===== src/rtl/hwpe_arb_pkg.sv =====
// -----------------------------------------------------------------------------
// hwpe_arb_pkg
// Shared definitions for the EAI ICB two-requester arbiter:
//   - arbiter FSM state encoding
//   - requester ID constants carried in the outstanding-ID FIFO
//   - err_src codes and a helper that maps a requester ID to its bus-error code
// -----------------------------------------------------------------------------
package hwpe_arb_pkg;

  typedef enum logic [1:0] {
    ST_IDLE = 2'd0,
    ST_OWN0 = 2'd1,
    ST_OWN1 = 2'd2
  } arb_state_e;

  localparam logic ID_R0 = 1'b0;
  localparam logic ID_R1 = 1'b1;

  localparam logic [1:0] ERR_NONE = 2'b00;
  localparam logic [1:0] ERR_R0   = 2'b01;
  localparam logic [1:0] ERR_R1   = 2'b10;
  localparam logic [1:0] ERR_SPUR = 2'b11;

  // Bus-error code for the requester that issued the failing command.
  function automatic logic [1:0] bus_err_code(input logic id);
    logic [1:0] code;
    if (id == ID_R1) begin
      code = ERR_R1;
    end else begin
      code = ERR_R0;
    end
    return code;
  endfunction

endpackage


===== src/rtl/eai_icb_id_fifo.sv =====
// -----------------------------------------------------------------------------
// eai_icb_id_fifo
// 1-bit wide FIFO holding the requester ID of every outstanding ICB command,
// in issue order. The head entry identifies who owns the next response.
// Ports:
//   clk, rst    clock, synchronous active-high reset (clears to empty)
//   i_push      write i_push_id at the tail
//   i_push_id   requester ID to store
//   i_pop       drop the head entry
//   o_full      DEPTH entries stored
//   o_empty     nothing stored
//   o_head      ID at the head (valid only when !o_empty)
// -----------------------------------------------------------------------------
module eai_icb_id_fifo #(
  parameter int DEPTH = 4
) (
  input  logic clk,
  input  logic rst,
  input  logic i_push,
  input  logic i_push_id,
  input  logic i_pop,
  output logic o_full,
  output logic o_empty,
  output logic o_head
);

  localparam int AW = $clog2(DEPTH);

  logic [DEPTH-1:0] r_mem;
  logic [AW-1:0]    r_wr_ptr;
  logic [AW-1:0]    r_rd_ptr;
  logic [AW:0]      r_count;
  logic             w_do_push;
  logic             w_do_pop;

  assign o_full  = (r_count == (AW+1)'(DEPTH));
  assign o_empty = (r_count == (AW+1)'(0));
  assign o_head  = r_mem[r_rd_ptr];

  // Pop is ignored when empty; a push while full is only taken if the head
  // leaves in the same cycle, so the occupancy can never overflow.
  assign w_do_pop  = i_pop & ~o_empty;
  assign w_do_push = i_push & (~o_full | w_do_pop);

  // Storage, pointers and occupancy counter.
  always_ff @(posedge clk) begin
    if (rst) begin
      r_mem    <= '0;
      r_wr_ptr <= '0;
      r_rd_ptr <= '0;
      r_count  <= '0;
    end else begin
      if (w_do_push) begin
        r_mem[r_wr_ptr] <= i_push_id;
        r_wr_ptr        <= r_wr_ptr + AW'(1);
      end
      if (w_do_pop) begin
        r_rd_ptr <= r_rd_ptr + AW'(1);
      end
      case ({w_do_push, w_do_pop})
        2'b10:   r_count <= r_count + (AW+1)'(1);
        2'b01:   r_count <= r_count - (AW+1)'(1);
        default: r_count <= r_count;
      endcase
    end
  end

endmodule


===== src/rtl/eai_icb_arb.sv =====
// -----------------------------------------------------------------------------
// eai_icb_arb
// Round-robin arbiter with burst locking in front of the single EAI ICB port.
//   r0_* : ReLU accumulator writeback stream (requester 0)
//   r1_* : fmap/kernel load engine (requester 1)
//   eai_icb_* : master side toward the memory port
//   busy      : arbiter owns the port or responses are still outstanding
//   err_pulse : one-cycle registered flag, err_src says why
//               (01 r0 bus error, 10 r1 bus error, 11 spurious response)
// Each accepted command pushes its requester ID into an ID FIFO; the head ID
// steers the next response back to the requester that issued it.
// Only valid/ready are steered; rdata/err fan out to both requesters.
// -----------------------------------------------------------------------------
module eai_icb_arb
  import hwpe_arb_pkg::*;
#(
  parameter int OUTS_DEPTH = 4,
  parameter int BURST_MAX  = 8
) (
  input  logic        clk,
  input  logic        rst,

  input  logic        r0_cmd_valid,
  output logic        r0_cmd_ready,
  input  logic [31:0] r0_cmd_addr,
  input  logic        r0_cmd_read,
  input  logic [31:0] r0_cmd_wdata,
  input  logic [3:0]  r0_cmd_wmask,
  output logic        r0_rsp_valid,
  input  logic        r0_rsp_ready,
  output logic [31:0] r0_rsp_rdata,
  output logic        r0_rsp_err,

  input  logic        r1_cmd_valid,
  output logic        r1_cmd_ready,
  input  logic [31:0] r1_cmd_addr,
  input  logic        r1_cmd_read,
  input  logic [31:0] r1_cmd_wdata,
  input  logic [3:0]  r1_cmd_wmask,
  output logic        r1_rsp_valid,
  input  logic        r1_rsp_ready,
  output logic [31:0] r1_rsp_rdata,
  output logic        r1_rsp_err,

  output logic        eai_icb_cmd_valid,
  input  logic        eai_icb_cmd_ready,
  output logic [31:0] eai_icb_cmd_addr,
  output logic        eai_icb_cmd_read,
  output logic [31:0] eai_icb_cmd_wdata,
  output logic [3:0]  eai_icb_cmd_wmask,
  input  logic        eai_icb_rsp_valid,
  output logic        eai_icb_rsp_ready,
  input  logic [31:0] eai_icb_rsp_rdata,
  input  logic        eai_icb_rsp_err,

  output logic        busy,
  output logic        err_pulse,
  output logic [1:0]  err_src
);

  localparam int CW = (BURST_MAX > 1) ? $clog2(BURST_MAX) : 1;
  localparam logic [CW-1:0] BURST_LAST = CW'(BURST_MAX - 1);

  arb_state_e    r_state;
  arb_state_e    w_state_nxt;
  logic          r_last_owner;
  logic [CW-1:0] r_burst_cnt;
  logic          r_err_pulse;
  logic [1:0]    r_err_src;

  logic          w_leave;
  logic          w_cmd_hs;
  logic          w_rsp_hs;
  logic          w_spurious;
  logic          w_fifo_full;
  logic          w_fifo_empty;
  logic          w_fifo_head;
  logic          w_burst_end;

  // --------------------------------------------------------------------------
  // Outstanding-ID FIFO
  // --------------------------------------------------------------------------
  eai_icb_id_fifo #(
    .DEPTH (OUTS_DEPTH)
  ) u_id_fifo (
    .clk       (clk),
    .rst       (rst),
    .i_push    (w_cmd_hs),
    .i_push_id ((r_state == ST_OWN1) ? ID_R1 : ID_R0),
    .i_pop     (w_rsp_hs),
    .o_full    (w_fifo_full),
    .o_empty   (w_fifo_empty),
    .o_head    (w_fifo_head)
  );

  // --------------------------------------------------------------------------
  // Command side
  // --------------------------------------------------------------------------
  assign w_cmd_hs    = eai_icb_cmd_valid & eai_icb_cmd_ready;
  assign w_burst_end = w_cmd_hs & (r_burst_cnt == BURST_LAST);

  // FSM state register.
  always_ff @(posedge clk) begin
    if (rst) begin
      r_state <= ST_IDLE;
    end else begin
      r_state <= w_state_nxt;
    end
  end

  // Next-state logic. IDLE never grants in the same cycle; ties go to the
  // requester that did not own the port last. The burst limit only forces a
  // hand-over when the other requester is actually waiting.
  always_comb begin
    w_state_nxt = r_state;
    w_leave     = 1'b0;
    case (r_state)
      ST_IDLE: begin
        if (r0_cmd_valid & r1_cmd_valid) begin
          w_state_nxt = (r_last_owner == ID_R1) ? ST_OWN0 : ST_OWN1;
        end else if (r0_cmd_valid) begin
          w_state_nxt = ST_OWN0;
        end else if (r1_cmd_valid) begin
          w_state_nxt = ST_OWN1;
        end else begin
          w_state_nxt = ST_IDLE;
        end
      end
      ST_OWN0: begin
        if (~r0_cmd_valid | (w_burst_end & r1_cmd_valid)) begin
          w_leave     = 1'b1;
          w_state_nxt = r1_cmd_valid ? ST_OWN1 : ST_IDLE;
        end else begin
          w_state_nxt = ST_OWN0;
        end
      end
      ST_OWN1: begin
        if (~r1_cmd_valid | (w_burst_end & r0_cmd_valid)) begin
          w_leave     = 1'b1;
          w_state_nxt = r0_cmd_valid ? ST_OWN0 : ST_IDLE;
        end else begin
          w_state_nxt = ST_OWN1;
        end
      end
      default: begin
        w_state_nxt = ST_IDLE;
      end
    endcase
  end

  // Command mux and ready steering. Full is a registered condition, so a pop
  // this cycle cannot open the command path until the next one.
  always_comb begin
    eai_icb_cmd_valid = 1'b0;
    eai_icb_cmd_addr  = r0_cmd_addr;
    eai_icb_cmd_read  = r0_cmd_read;
    eai_icb_cmd_wdata = r0_cmd_wdata;
    eai_icb_cmd_wmask = r0_cmd_wmask;
    r0_cmd_ready      = 1'b0;
    r1_cmd_ready      = 1'b0;
    case (r_state)
      ST_OWN0: begin
        eai_icb_cmd_valid = r0_cmd_valid & ~w_fifo_full;
        r0_cmd_ready      = eai_icb_cmd_ready & ~w_fifo_full;
      end
      ST_OWN1: begin
        eai_icb_cmd_addr  = r1_cmd_addr;
        eai_icb_cmd_read  = r1_cmd_read;
        eai_icb_cmd_wdata = r1_cmd_wdata;
        eai_icb_cmd_wmask = r1_cmd_wmask;
        eai_icb_cmd_valid = r1_cmd_valid & ~w_fifo_full;
        r1_cmd_ready      = eai_icb_cmd_ready & ~w_fifo_full;
      end
      default: begin
        eai_icb_cmd_valid = 1'b0;
      end
    endcase
  end

  // Burst counter and round-robin history. The counter saturates so an
  // uncontested owner keeps streaming without wrapping.
  always_ff @(posedge clk) begin
    if (rst) begin
      r_last_owner <= ID_R1;
      r_burst_cnt  <= '0;
    end else if (w_leave) begin
      r_last_owner <= (r_state == ST_OWN1) ? ID_R1 : ID_R0;
      r_burst_cnt  <= '0;
    end else if (w_cmd_hs & (r_burst_cnt != BURST_LAST)) begin
      r_burst_cnt  <= r_burst_cnt + CW'(1);
    end else begin
      r_burst_cnt  <= r_burst_cnt;
    end
  end

  // --------------------------------------------------------------------------
  // Response side
  // --------------------------------------------------------------------------
  assign w_spurious = eai_icb_rsp_valid & w_fifo_empty;
  assign w_rsp_hs   = eai_icb_rsp_valid & eai_icb_rsp_ready & ~w_fifo_empty;

  assign r0_rsp_rdata = eai_icb_rsp_rdata;
  assign r1_rsp_rdata = eai_icb_rsp_rdata;
  assign r0_rsp_err   = eai_icb_rsp_err;
  assign r1_rsp_err   = eai_icb_rsp_err;

  // Steer valid/ready by the head ID; with nothing outstanding, any response
  // is accepted and dropped so the bus cannot lock up.
  always_comb begin
    r0_rsp_valid      = 1'b0;
    r1_rsp_valid      = 1'b0;
    eai_icb_rsp_ready = 1'b0;
    if (w_fifo_empty) begin
      eai_icb_rsp_ready = eai_icb_rsp_valid;
    end else if (w_fifo_head == ID_R1) begin
      r1_rsp_valid      = eai_icb_rsp_valid;
      eai_icb_rsp_ready = r1_rsp_ready;
    end else begin
      r0_rsp_valid      = eai_icb_rsp_valid;
      eai_icb_rsp_ready = r0_rsp_ready;
    end
  end

  // Registered error reporting: spurious responses take precedence.
  always_ff @(posedge clk) begin
    if (rst) begin
      r_err_pulse <= 1'b0;
      r_err_src   <= ERR_NONE;
    end else if (w_spurious) begin
      r_err_pulse <= 1'b1;
      r_err_src   <= ERR_SPUR;
    end else if (w_rsp_hs & eai_icb_rsp_err) begin
      r_err_pulse <= 1'b1;
      r_err_src   <= bus_err_code(w_fifo_head);
    end else begin
      r_err_pulse <= 1'b0;
      r_err_src   <= ERR_NONE;
    end
  end

  assign err_pulse = r_err_pulse;
  assign err_src   = r_err_src;
  assign busy      = (r_state != ST_IDLE) | ~w_fifo_empty;

endmodule


===== config.mk =====
export PLATFORM = sky130hd
export DESIGN_NAME = eai_icb_arb
export DESIGN_NICKNAME = d
export VERILOG_FILES = /design/src/rtl/hwpe_arb_pkg.sv /design/src/rtl/eai_icb_id_fifo.sv /design/src/rtl/eai_icb_arb.sv
export SDC_FILE = /design/constraint.sdc
export NUM_CORES = 1
export LEC_CHECK = 0
export BUFFER_PORTS_ARGS = -buffer_cell sky130_fd_sc_hd__buf_2
export CORE_AREA = 5 5 124 126
export DETAILED_ROUTE_END_ITERATION = 6
export DIE_AREA = 0 0 129 131
export GPL_TIMING_DRIVEN = 0
export PLACE_DENSITY = 0.63
export SYNTH_ARGS = -nofsm -noshare
export SYNTH_HDL_FRONTEND = slang
export SYNTH_SLANG_ARGS = --single-unit

===== constraint.sdc =====
create_clock -name clk -period 7.9 [get_ports clk]
set_clock_uncertainty 0.2 [all_clocks]
set_input_delay 0.79 -clock clk [delete_from_list [all_inputs] [get_ports clk]]
set_output_delay 0.79 -clock clk [all_outputs]
set_load 0.05 [all_outputs]

==> results.md <==
* Hold Path Class: reg -> reg
* Via count at 3077
* CP Launch Point: r_state[0]
* Initial antenna violation count at 0
* Final setup violation count at 0
* Clk_lat worst skew at 250 ps
* RR Startpoint: r_state[0]
* Post-Syn Nets at 483
* Max-Cap Viols at 0
* # H-tree levels at 1
* Period minus WS final at 3190 ps
* CTS root buffer: clkbuf_16
* CP top delay family: buffers and inverters
* Synth Area per Inst at 8.94 um2
* Warnings, synthesis at 0
* Peak supply drop at 0.0000693 V
* Grt ovf at 0
* Slowest stage delay, CP at 360 ps
* Placed Area at 4290 um2
* Status: finished, final reports clean
* Vias/cell at 4.00
* Max Slew Vio Count at 0
* GP Congestion at 0.821
* Slowest CP cell: mux2_2
* Setup TNS Final at 0 ps
* Clock tree from TritonCTS: yes
* PwrDens at 137 nW/um2
* Design area at 4380 um2
* NumNets Final at 778
* CP startpoint kind: register
* Register area share after synthesis at 15.3%
* Dominant synthesized flop cell: dfxtp_1
* CTS clk-pin slew, worst paths at 60 ps
* Cell mode on critical path: buf_2
* Inserted Clock Buffers at 3
* F_max at 314 MHz
* Cell Rows at 44
* Max clock buf depth at 2
* Largest net degree at the start of global routing at 12
* Placed cell count at 766
* Final Power at 601 uW
* Drt drc at 0
* Hold_buf cts at 0
* Antenna viol nets, final at 0
* Worst Reg-to-Reg Cells at 13
* WP buf/inv at 5
* RR Endpoint: u_id_fifo.r_count[2]
* Ant diodes at 0
* Setup CP Type: reg -> out
* Detailed-placement wirelength estimate at 10900 um
* Min-delay src: u_id_fifo.r_mem[1]
* Drt pass-1 iters at 4
* Sink Count at 20
* Fin. Hold Viols at 0
* Ys async rst share at 0%
* R2R Setup Slk at 4760 ps
* Post-Synthesis Cell Area at 2610 um2
* Setup bufs post-CTS at 0
* Commonest cells after routing, fill and taps aside: 295 x buf_2, 71 x mux2_2, 66 x buf_4, 20 x dfxtp_1
* P&R area growth vs syn at 67.8%
* All-Layer GR Usage at 12.6%
* Measured slew at the worst slew-check pin at 582 ps
* Drt total wl at 12200 um
* Highest fanout seen on the critical path at 10
* Avg WL per Cell at 15.8 um
* Boundary Pins at 324
* Hold_ws at 281 ps
* Die width at 129 um
* Part of the cycle the worst path needs at 40.3%
* DP Worst Slack at 4690 ps
* Most common cell after layout, fill and taps aside: buf_2
* Die Area at 16900 um2
* Synth Instances at 292
* First-pass GRT wire length at 16800 um
* Die Ht at 131 um
* CP endpoint kind: primary output
* RSZ-0062 raised after global routing: no
* Worst path cell trace: inv_1 -> ha_1 -> buf_2 -> buf_2 -> buf_2 -> mux2_2 -> buf_2
* Core area at 14200 um2
* Final Worst Setup Slack at 4710 ps
* Vias in the first global route at 3083
* P_leak at 2.31 nW
* Worst path depth at 7
* Final core occ at 30.8%
* Flip-flop and latch count after synthesis at 20
* Layout Cells excl Fill at 770
* Post-synth EDFFs at 0
* Post-synth cell types at 43
* 1st-iter DRT viols at 111
* Layout cells sized above 1 at 78.0%
* Rel. slew slack at 61.2%
* Resized cells post-CTS at 0
* Hold Path Cell Cnt at 2
* Worst path arrival time at 2200 ps
* CP required at 6910 ps
* Worst setup path end: eai_icb_cmd_addr[30]
* Initial Utilization at 18.4%
* # port buffers at 290
==> worst reg2reg max path: cells and delay by family (launching register included) <==
kind	cells	cell delay (ps)
xor+xnor	1	160
buf+inv	5	580
fa+ha+maj	3	690
compound gates	1	140
mux	1	390
flops	1	330
simple gates	2	590
==> logic make-up (layout without fill, tap and decap cells) <==
family                     Yosys count  after routing  synth area share (%)
buffers and inverters               93            387                  23.6
muxes                               79             79                  34.2
and+or+nand+nor                     55             55                  11.8
AOI/OAI and AO/OA                   29             29                  7.72
DFF                                 20             20                  15.3
adders and majority gates           12             12                  6.04
xor gates and xnor gates             4              4                  1.34
==> registers in the layout, summed over array words and instances (netlist names) <==
register and count:
r_burst_cnt 3, err_src 2, u_id_fifo.r_count 3, r_last_owner 1
u_id_fifo.r_mem 4, err_pulse 1, u_id_fifo.r_wr_ptr 2, u_id_fifo.r_rd_ptr 2
r_state 2
==> cells in the mapped netlist, drive strengths merged, types with 3 or more instances <==
master | number | area, um2
nand2 | 10 | 42.5
nor2b | 5 | 31.3
mux2i | 7 | 70.1
a21oi | 13 | 83.8
nand3 | 7 | 35.0
dfxtp | 20 | 400
ha | 11 | 138
mux2 | 71 | 800
buf | 72 | 532
nand2b | 3 | 18.8
o21ai | 10 | 65.1
clkbuf | 7 | 26.3
and3 | 3 | 21.3
inv | 13 | 48.8
nor2 | 13 | 48.8
nor3b | 3 | 27.5
==> worst min-delay path by stage <==
stage / to / slack, ps
4_1_cts: u_id_fifo.r_mem[1] / 290
5_1_grt: u_id_fifo.r_mem[0] / 300
3_5_place_dp: u_id_fifo.r_mem[1] / 280
6_report: u_id_fifo.r_mem[1] / 280
2_1_floorplan: u_id_fifo.r_mem[1] / 260
3_3_place_gp: u_id_fifo.r_mem[1] / 270
==> layout make-up <==
cell class	instances	area, um2
fillers	1568	9820
multi-input cells	179	1590
repair buffers	290	1450
plain buffers	79	558
flip-flops and latches	20	400
well taps	184	230
clock buffers	4	88.8
inverters	14	57.6
==> where the power goes <==
group	switching (mW)	total, mW	internal, mW
logic	0.257	0.378	0.121
registers	0.00307	0.108	0.105
clock network	0.0378	0.115	0.0772
total	0.298	0.601	0.302
==> metal layers <==
| layer | vias up | track usage (%) | part of all wire, % | wire [um] |
|---|---|---|---|---|
| met5 | - | 0 | 0 | 0 |
| met4 | 0 | 4.45 | 3.2 | 391 |
| met3 | 20 | 2.93 | 7.6 | 924 |
| met2 | 154 | 21.3 | 51 | 6230 |
| met1 | 1384 | 15.8 | 38 | 4600 |
| li1 | 1519 | - | - | - |
Note: power is estimated with default switching activity, not from simulation.
